`config.mk`:
```
export PLATFORM = sky130hd
export DESIGN_NAME = cplx_alu_flat
export DESIGN_NICKNAME = d
export VERILOG_FILES = /design/src/rtl/cplx_alu_if.sv /design/src/rtl/cplx_alu.sv /design/src/flat_wrapper.sv
export SDC_FILE = /design/constraint.sdc
export NUM_CORES = 2
export LEC_CHECK = 0
export CAP_MARGIN = 10
export CORE_MARGIN = 1.5
export CORE_UTILIZATION = 55
export CTS_CLUSTER_DIAMETER = 60
export CTS_CLUSTER_SIZE = 10
export DETAILED_ROUTE_END_ITERATION = 10
export GPL_TIMING_DRIVEN = 0
export PLACE_DENSITY = 0.74
export SETUP_SLACK_MARGIN = 0.4
export SLEW_MARGIN = 20
export SYNTH_ARGS = -nofsm -noshare
export SYNTH_HDL_FRONTEND = slang
export SYNTH_SLANG_ARGS = --single-unit
```
`constraint.sdc`:
```
create_clock -name clock -period 21.2 [get_ports clock]
set_input_delay 4.24 -clock clock [delete_from_list [all_inputs] [get_ports clock]]
set_output_delay 4.24 -clock clock [all_outputs]
set_load 0.01 [all_outputs]
```
`src/rtl/cplx_alu_if.sv`:
```
`default_nettype none
// ============================================================================
//  Module      : cplx_alu_if
//  Description : Request/response bundle between a requester and cplx_alu.
//                The master issues start/op/operands/dst; the slave returns
//                busy/done/result/res_dst.
//  Revision    : 1.0  initial release
// ============================================================================
interface cplx_alu_if;
  logic        start;
  logic [1:0]  op;
  logic [63:0] opA;
  logic [63:0] opB;
  logic [3:0]  dst;
  logic        busy;
  logic        done;
  logic [63:0] result;
  logic [3:0]  res_dst;

  modport master (
    output start, op, opA, opB, dst,
    input  busy, done, result, res_dst
  );

  modport slave (
    input  start, op, opA, opB, dst,
    output busy, done, result, res_dst
  );
endinterface
`default_nettype wire

```
`src/rtl/cplx_alu.sv`:
```
`default_nettype none
// ============================================================================
//  Module      : cplx_alu
//  Description : Sequential complex-integer ALU (ADD, SUB, MUL, MAG) built
//                around one shared 32x32 multiplier with a start/busy/done
//                handshake. Operands are {re[63:32], im[31:0]}.
//  Option      : define CALU_SAT_EN to saturate ADD/SUB per component;
//                otherwise ADD/SUB wrap. MUL/MAG always wrap.
//  Revision    : 1.0  initial release
// ============================================================================
module cplx_alu (
  input  wire logic   clock,
  input  wire logic   reset,
  cplx_alu_if.slave   bus
);

  localparam logic [1:0] c_OP_SUB = 2'b01;

  typedef enum logic [2:0] {
    S_IDLE = 3'd0,
    S_M0   = 3'd1,
    S_M1   = 3'd2,
    S_M2   = 3'd3,
    S_M3   = 3'd4
  } state_t;

  state_t      r_state;
  state_t      w_state_nxt;
  logic        w_busy;
  logic        w_accept;

  logic [31:0] r_a_re, r_a_im, r_b_re, r_b_im;
  logic [3:0]  r_dst;
  logic        r_mag;
  logic [31:0] r_acc_re, r_acc_im;
  logic [63:0] r_result;
  logic [3:0]  r_res_dst;
  logic        r_done;

  logic [31:0] w_mx, w_my;
  logic [31:0] w_prod;

  // Per-component add/subtract; with saturation, overflow is seen when both
  // addends share a sign that the sum does not.
  function automatic logic [31:0] f_addsub(input logic [31:0] a,
                                           input logic [31:0] b,
                                           input logic        sub);
    logic [31:0] bb;
    logic [31:0] s;
    bb = sub ? ~b : b;
    s  = a + bb + {31'd0, sub};
`ifdef CALU_SAT_EN
    if ((a[31] == bb[31]) && (s[31] != a[31]))
      s = a[31] ? 32'h8000_0000 : 32'h7FFF_FFFF;
`endif
    return s;
  endfunction

  // State register.
  always_ff @(posedge clock) begin
    if (reset) r_state <= S_IDLE;
    else       r_state <= w_state_nxt;
  end

  // Next-state and handshake decode; MAG leaves after M1, MUL runs to M3.
  always_comb begin
    w_state_nxt = r_state;
    w_busy      = 1'b1;
    w_accept    = 1'b0;
    case (r_state)
      S_IDLE: begin
        w_busy = 1'b0;
        if (bus.start) begin
          w_accept = 1'b1;
          if (bus.op[1]) w_state_nxt = S_M0;
        end
      end
      S_M0:    w_state_nxt = S_M1;
      S_M1:    w_state_nxt = r_mag ? S_IDLE : S_M2;
      S_M2:    w_state_nxt = S_M3;
      S_M3:    w_state_nxt = S_IDLE;
      default: w_state_nxt = S_IDLE;
    endcase
  end

  // Multiplier operand select: one partial product per sequencing state.
  always_comb begin
    w_mx = r_a_re;
    w_my = r_b_re;
    case (r_state)
      S_M0: begin w_mx = r_a_re; w_my = r_mag ? r_a_re : r_b_re; end
      S_M1: begin w_mx = r_a_im; w_my = r_mag ? r_a_im : r_b_im; end
      S_M2: begin w_mx = r_a_re; w_my = r_b_im; end
      S_M3: begin w_mx = r_a_im; w_my = r_b_re; end
      default: ;
    endcase
  end

  // Only the low 32 bits of the signed product are kept; they do not depend
  // on signedness, so a 32-bit-wide product is sufficient.
  assign w_prod = $signed(w_mx) * $signed(w_my);

  // Operand capture, accumulation and result/done registers.
  always_ff @(posedge clock) begin
    if (reset) begin
      r_a_re    <= 32'h0;
      r_a_im    <= 32'h0;
      r_b_re    <= 32'h0;
      r_b_im    <= 32'h0;
      r_dst     <= 4'h0;
      r_mag     <= 1'b0;
      r_acc_re  <= 32'h0;
      r_acc_im  <= 32'h0;
      r_result  <= 64'h0;
      r_res_dst <= 4'h0;
      r_done    <= 1'b0;
    end else begin
      r_done <= 1'b0;
      case (r_state)
        S_IDLE: begin
          if (w_accept) begin
            r_a_re <= bus.opA[63:32];
            r_a_im <= bus.opA[31:0];
            r_b_re <= bus.opB[63:32];
            r_b_im <= bus.opB[31:0];
            r_dst  <= bus.dst;
            r_mag  <= bus.op[0];
            if (!bus.op[1]) begin
              r_result  <= {f_addsub(bus.opA[63:32], bus.opB[63:32], bus.op == c_OP_SUB),
                            f_addsub(bus.opA[31:0],  bus.opB[31:0],  bus.op == c_OP_SUB)};
              r_res_dst <= bus.dst;
              r_done    <= 1'b1;
            end
          end
        end
        S_M0: r_acc_re <= w_prod;
        S_M1: begin
          if (r_mag) begin
            r_acc_re  <= r_acc_re + w_prod;
            r_result  <= {r_acc_re + w_prod, 32'h0};
            r_res_dst <= r_dst;
            r_done    <= 1'b1;
          end else begin
            r_acc_re <= r_acc_re - w_prod;
          end
        end
        S_M2: r_acc_im <= w_prod;
        S_M3: begin
          r_acc_im  <= r_acc_im + w_prod;
          r_result  <= {r_acc_re, r_acc_im + w_prod};
          r_res_dst <= r_dst;
          r_done    <= 1'b1;
        end
        default: ;
      endcase
    end
  end

  assign bus.busy    = w_busy;
  assign bus.done    = r_done;
  assign bus.result  = r_result;
  assign bus.res_dst = r_res_dst;

endmodule
`default_nettype wire

```
`src/flat_wrapper.sv`:
```
// flat-port wrapper written by rule: the top's interface ports become plain ports
module cplx_alu_flat 
  (clock, reset, bus_start, bus_op, bus_opA, bus_opB, bus_dst, bus_busy, bus_done, bus_result, bus_res_dst);
  cplx_alu_if bus_i ();
  input  wire logic clock;
  input  wire logic reset;
  input wire logic [$bits(bus_i.start)-1:0] bus_start;
  input wire logic [$bits(bus_i.op)-1:0] bus_op;
  input wire logic [$bits(bus_i.opA)-1:0] bus_opA;
  input wire logic [$bits(bus_i.opB)-1:0] bus_opB;
  input wire logic [$bits(bus_i.dst)-1:0] bus_dst;
  output wire logic [$bits(bus_i.busy)-1:0] bus_busy;
  output wire logic [$bits(bus_i.done)-1:0] bus_done;
  output wire logic [$bits(bus_i.result)-1:0] bus_result;
  output wire logic [$bits(bus_i.res_dst)-1:0] bus_res_dst;
  assign bus_i.start = bus_start;
  assign bus_i.op = bus_op;
  assign bus_i.opA = bus_opA;
  assign bus_i.opB = bus_opB;
  assign bus_i.dst = bus_dst;
  assign bus_busy = bus_i.busy;
  assign bus_done = bus_i.done;
  assign bus_result = bus_i.result;
  assign bus_res_dst = bus_i.res_dst;
  cplx_alu u_core (.clock(clock), .reset(reset), .bus(bus_i));
endmodule
```
==> flow_summary.json <==
{
  "run_status": "complete, no violations",
  "area_enclosed_by_the_die_boundary_sq_um": 67700,
  "cp_data_arrival_time_ns": 15.83,
  "fmax_ghz": 0.0651,
  "worst-setup-path-type": "reg -> reg",
  "cp_max_fo": 10,
  "cts_max_path_buffers": 3,
  "critPathTopFamily": "buffers and inverters",
  "p_r_area_growth_vs_syn_pct": 11.7,
  "yosys_register_bits": 269,
  "p_leak_nw": 18.0,
  "syn-num-nets": 5433,
  "maxCapViolations": 0,
  "slew_violations": 0,
  "fillerInstances": 5982,
  "combined_area_of_the_multi_input_logic_cells_sq_um": 28100,
  "synth_edf_count": 0,
  "post_cts_buffers": 0,
  "io_buffers": 205,
  "cts_root_buf": "sky130_fd_sc_hd__clkbuf_16",
  "drive_gt1_frac": 0.0314,
  "clock-sinks": 269,
  "grt_max_degree": 11,
  "path_buf_inv": 12,
  "seqCellArea_sq_um": 5390,
  "synth.cell_area_sq_um": 36400,
  "critical-path-max-stage-delay_ns": 0.96,
  "ctsResizeCount": 0,
  "place_ws_ns": 6.57,
  "core_area_sq_um": 65600,
  "globalplace.congestion": 1.20,
  "detailedPlacementHpwl_microns": 129000,
  "clock_insertion_delay_worst_skew_ns": 0.55,
  "hold_violations": 0,
  "worst_ir_drop_vdd_mv": 0.0606,
  "nets": 5679,
  "floorplan.initialDensity": 0.554,
  "cp_data_required_time_ns": 21.67,
  "route.antenna.remaining_nets": 0,
  "cp-start-kind": "flip-flop",
  "postSynth.asyncResetShare": 0,
  "crit_path_top_delay_cell": "sky130_fd_sc_hd__clkbuf_1",
  "route.detailed.drc": 0,
  "timing.setup.tns_ns": 0,
  "die_width_microns": 260,
  "synthesis.instances": 4578,
  "synth_sequential_area_ratio": 0.148,
  "clock_skew_ns": 0.0274,
  "timing.reg2reg.setup_slack_ns": 5.84,
  "finalSetupViolations": 0,
  "grt_setup_unrepaired": "no",
  "gr-usage-all-layers": 0.458,
  "average_instance_area_after_synthesis_sq_um": 7.95,
  "floorplan.rows": 94,
  "finalCritPeriodShare": 0.724,
  "post_drt_wl_per_cell_microns": 27.5,
  "crit_path_end_kind": "flip-flop",
  "ys_dominant_reg_cell": "sky130_fd_sc_hd__dfxtp_1",
  "first_global_vias": 34400,
  "grt_antenna_before_repair": 2,
  "cts-buffers-inserted": 35,
  "min_period_ns": 15.36,
  "clkTransAtPathRegs_ns": 0.06,
  "design.portCount": 207,
  "power_density_nw_per_um2": 77.2,
  "clock_tree.htree_level_count": 2,
  "drtIter0Drc": 4751,
  "netlist-cell-type-count": 102,
  "utilization": 0.619,
  "yosysWarnings": 0,
  "floorplan.die.height_microns": 260,
  "max-slew-margin-rel": 0.142,
  "via_count": 36300,
  "finalWirelength_microns": 157000,
  "worstMarginPinSlew_ns": 1.26,
  "layout_common_cells": "sky130_fd_sc_hd__nand2_1 (663), sky130_fd_sc_hd__inv_1 (526), sky130_fd_sc_hd__nor2_1 (521), sky130_fd_sc_hd__fa_1 (413), sky130_fd_sc_hd__a21oi_1 (361)",
  "post-route-worst-setup-slack_ns": 5.84,
  "grt_first_pass_wirelength_microns": 225000,
  "overflow_after_grt": 0,
  "hold_path_class": "reg -> reg",
  "layout_commonest_cell": "sky130_fd_sc_hd__nand2_1",
  "via_to_cell_ratio": 6.37,
  "tritoncts": "done",
  "cts_hold_buf": 0,
  "drt_pass1_iterations": 9
}
-- logic make-up (layout without fill, tap and decap cells) --
group / count (synthesis) / count (layout) / share of synthesized area
simple gates: 1488 / 1488 / 0.175
compound gates: 1009 / 1009 / 0.179
buf+inv: 770 / 1027 / 0.0820
fa+ha+maj: 718 / 718 / 0.332
xor+xnor: 272 / 272 / 0.0695
flops: 269 / 269 / 0.148
mux: 52 / 52 / 0.0152
other cells: 0 / 2 / 0
-- through the flow --
stage               total power, W  std cells  hold WS, ns  cell area, sq um
floorplan                  0.00178       4578        0.433             36400
global placement           0.00246       5647        0.444             39500
detailed placement         0.00246       5650        0.450             39600
CTS                        0.00303       5698        0.458             40600
global route               0.00324       5699        0.473             40600
finish                     0.00314       5701        0.457             40600
-- power by group --
group,internal [W],switching (W)
clock,0.000326,0.000241
sequential,0.000550,0.0000579
combinational,0.000654,0.00131
-- flip-flops by register name, summed over array words and instances, names as in the netlist, 32 cells and up --
register,count
u_core.bus.result,64
u_core.r_a_im,32
u_core.r_a_re,32
u_core.r_acc_im,32
u_core.r_acc_re,32
u_core.r_b_im,32
u_core.r_b_re,32
-- worst paths after layout --
path | depth (start not counted) | endpoint | start
min reg2reg | 2 | u_core.r_b_re[17] | u_core.r_b_re[17]
max reg2reg | 44 | u_core.bus.result[63] | u_core.r_state[2]
min | 2 | u_core.r_b_re[17] | u_core.r_b_re[17]
max | 44 | u_core.bus.result[63] | u_core.r_state[2]
-- per-layer routing --
layer  vias up  global-route usage  part of all wire
met1     17500               0.606              0.38
met5         -                   0          0.000064
met2      2639               0.646              0.40
li1      15600                   -                 -
met3       564               0.124              0.13
met4         2               0.322             0.083
-- synthesized netlist by cell type (26+ instances only) --
master | count | area [sq um]
sky130_fd_sc_hd__nor2b_1 | 29 | 181
sky130_fd_sc_hd__nor3_1 | 55 | 275
sky130_fd_sc_hd__a21oi_1 | 361 | 1810
sky130_fd_sc_hd__inv_1 | 526 | 1970
sky130_fd_sc_hd__xor2_1 | 59 | 517
sky130_fd_sc_hd__o211ai_1 | 28 | 210
sky130_fd_sc_hd__dfxtp_1 | 269 | 5390
sky130_fd_sc_hd__fa_1 | 413 | 8270
sky130_fd_sc_hd__o21bai_1 | 31 | 233
sky130_fd_sc_hd__and2_1 | 26 | 163
sky130_fd_sc_hd__clkbuf_1 | 200 | 751
sky130_fd_sc_hd__ha_1 | 305 | 3820
sky130_fd_sc_hd__a221oi_1 | 43 | 377
sky130_fd_sc_hd__nand3_1 | 37 | 185
sky130_fd_sc_hd__nand2b_1 | 40 | 250
sky130_fd_sc_hd__o21ai_0 | 185 | 926
sky130_fd_sc_hd__nor2_1 | 521 | 1960
sky130_fd_sc_hd__a21o_1 | 74 | 556
sky130_fd_sc_hd__xnor2_1 | 202 | 1770
sky130_fd_sc_hd__mux2i_1 | 38 | 380
sky130_fd_sc_hd__nand2_1 | 663 | 2490
sky130_fd_sc_hd__a211oi_1 | 61 | 458
-- worst reg2reg max path, delay by kind of cell, from the launching register on --
kind | cells | cell delay [ns]
compound gates | 9 | 2.73
xor+xnor | 1 | 0.84
fa+ha+maj | 10 | 4.20
buf+inv | 12 | 4.24
flops | 1 | 0.49
mux | 2 | 0.68
simple gates | 10 | 2.14
-- cell type report --
class	instances	share of cell area
clock inverter	6	0.00191
inverter	528	0.0488
timing repair buffer	209	0.0513
sequential	269	0.133
tap	864	0.0266
clock buffer	42	0.0232
antenna	2	0.000123
multi-input combinational	3539	0.691
buffer	242	0.0247
Note: power is estimated with default switching activity, not from simulation.
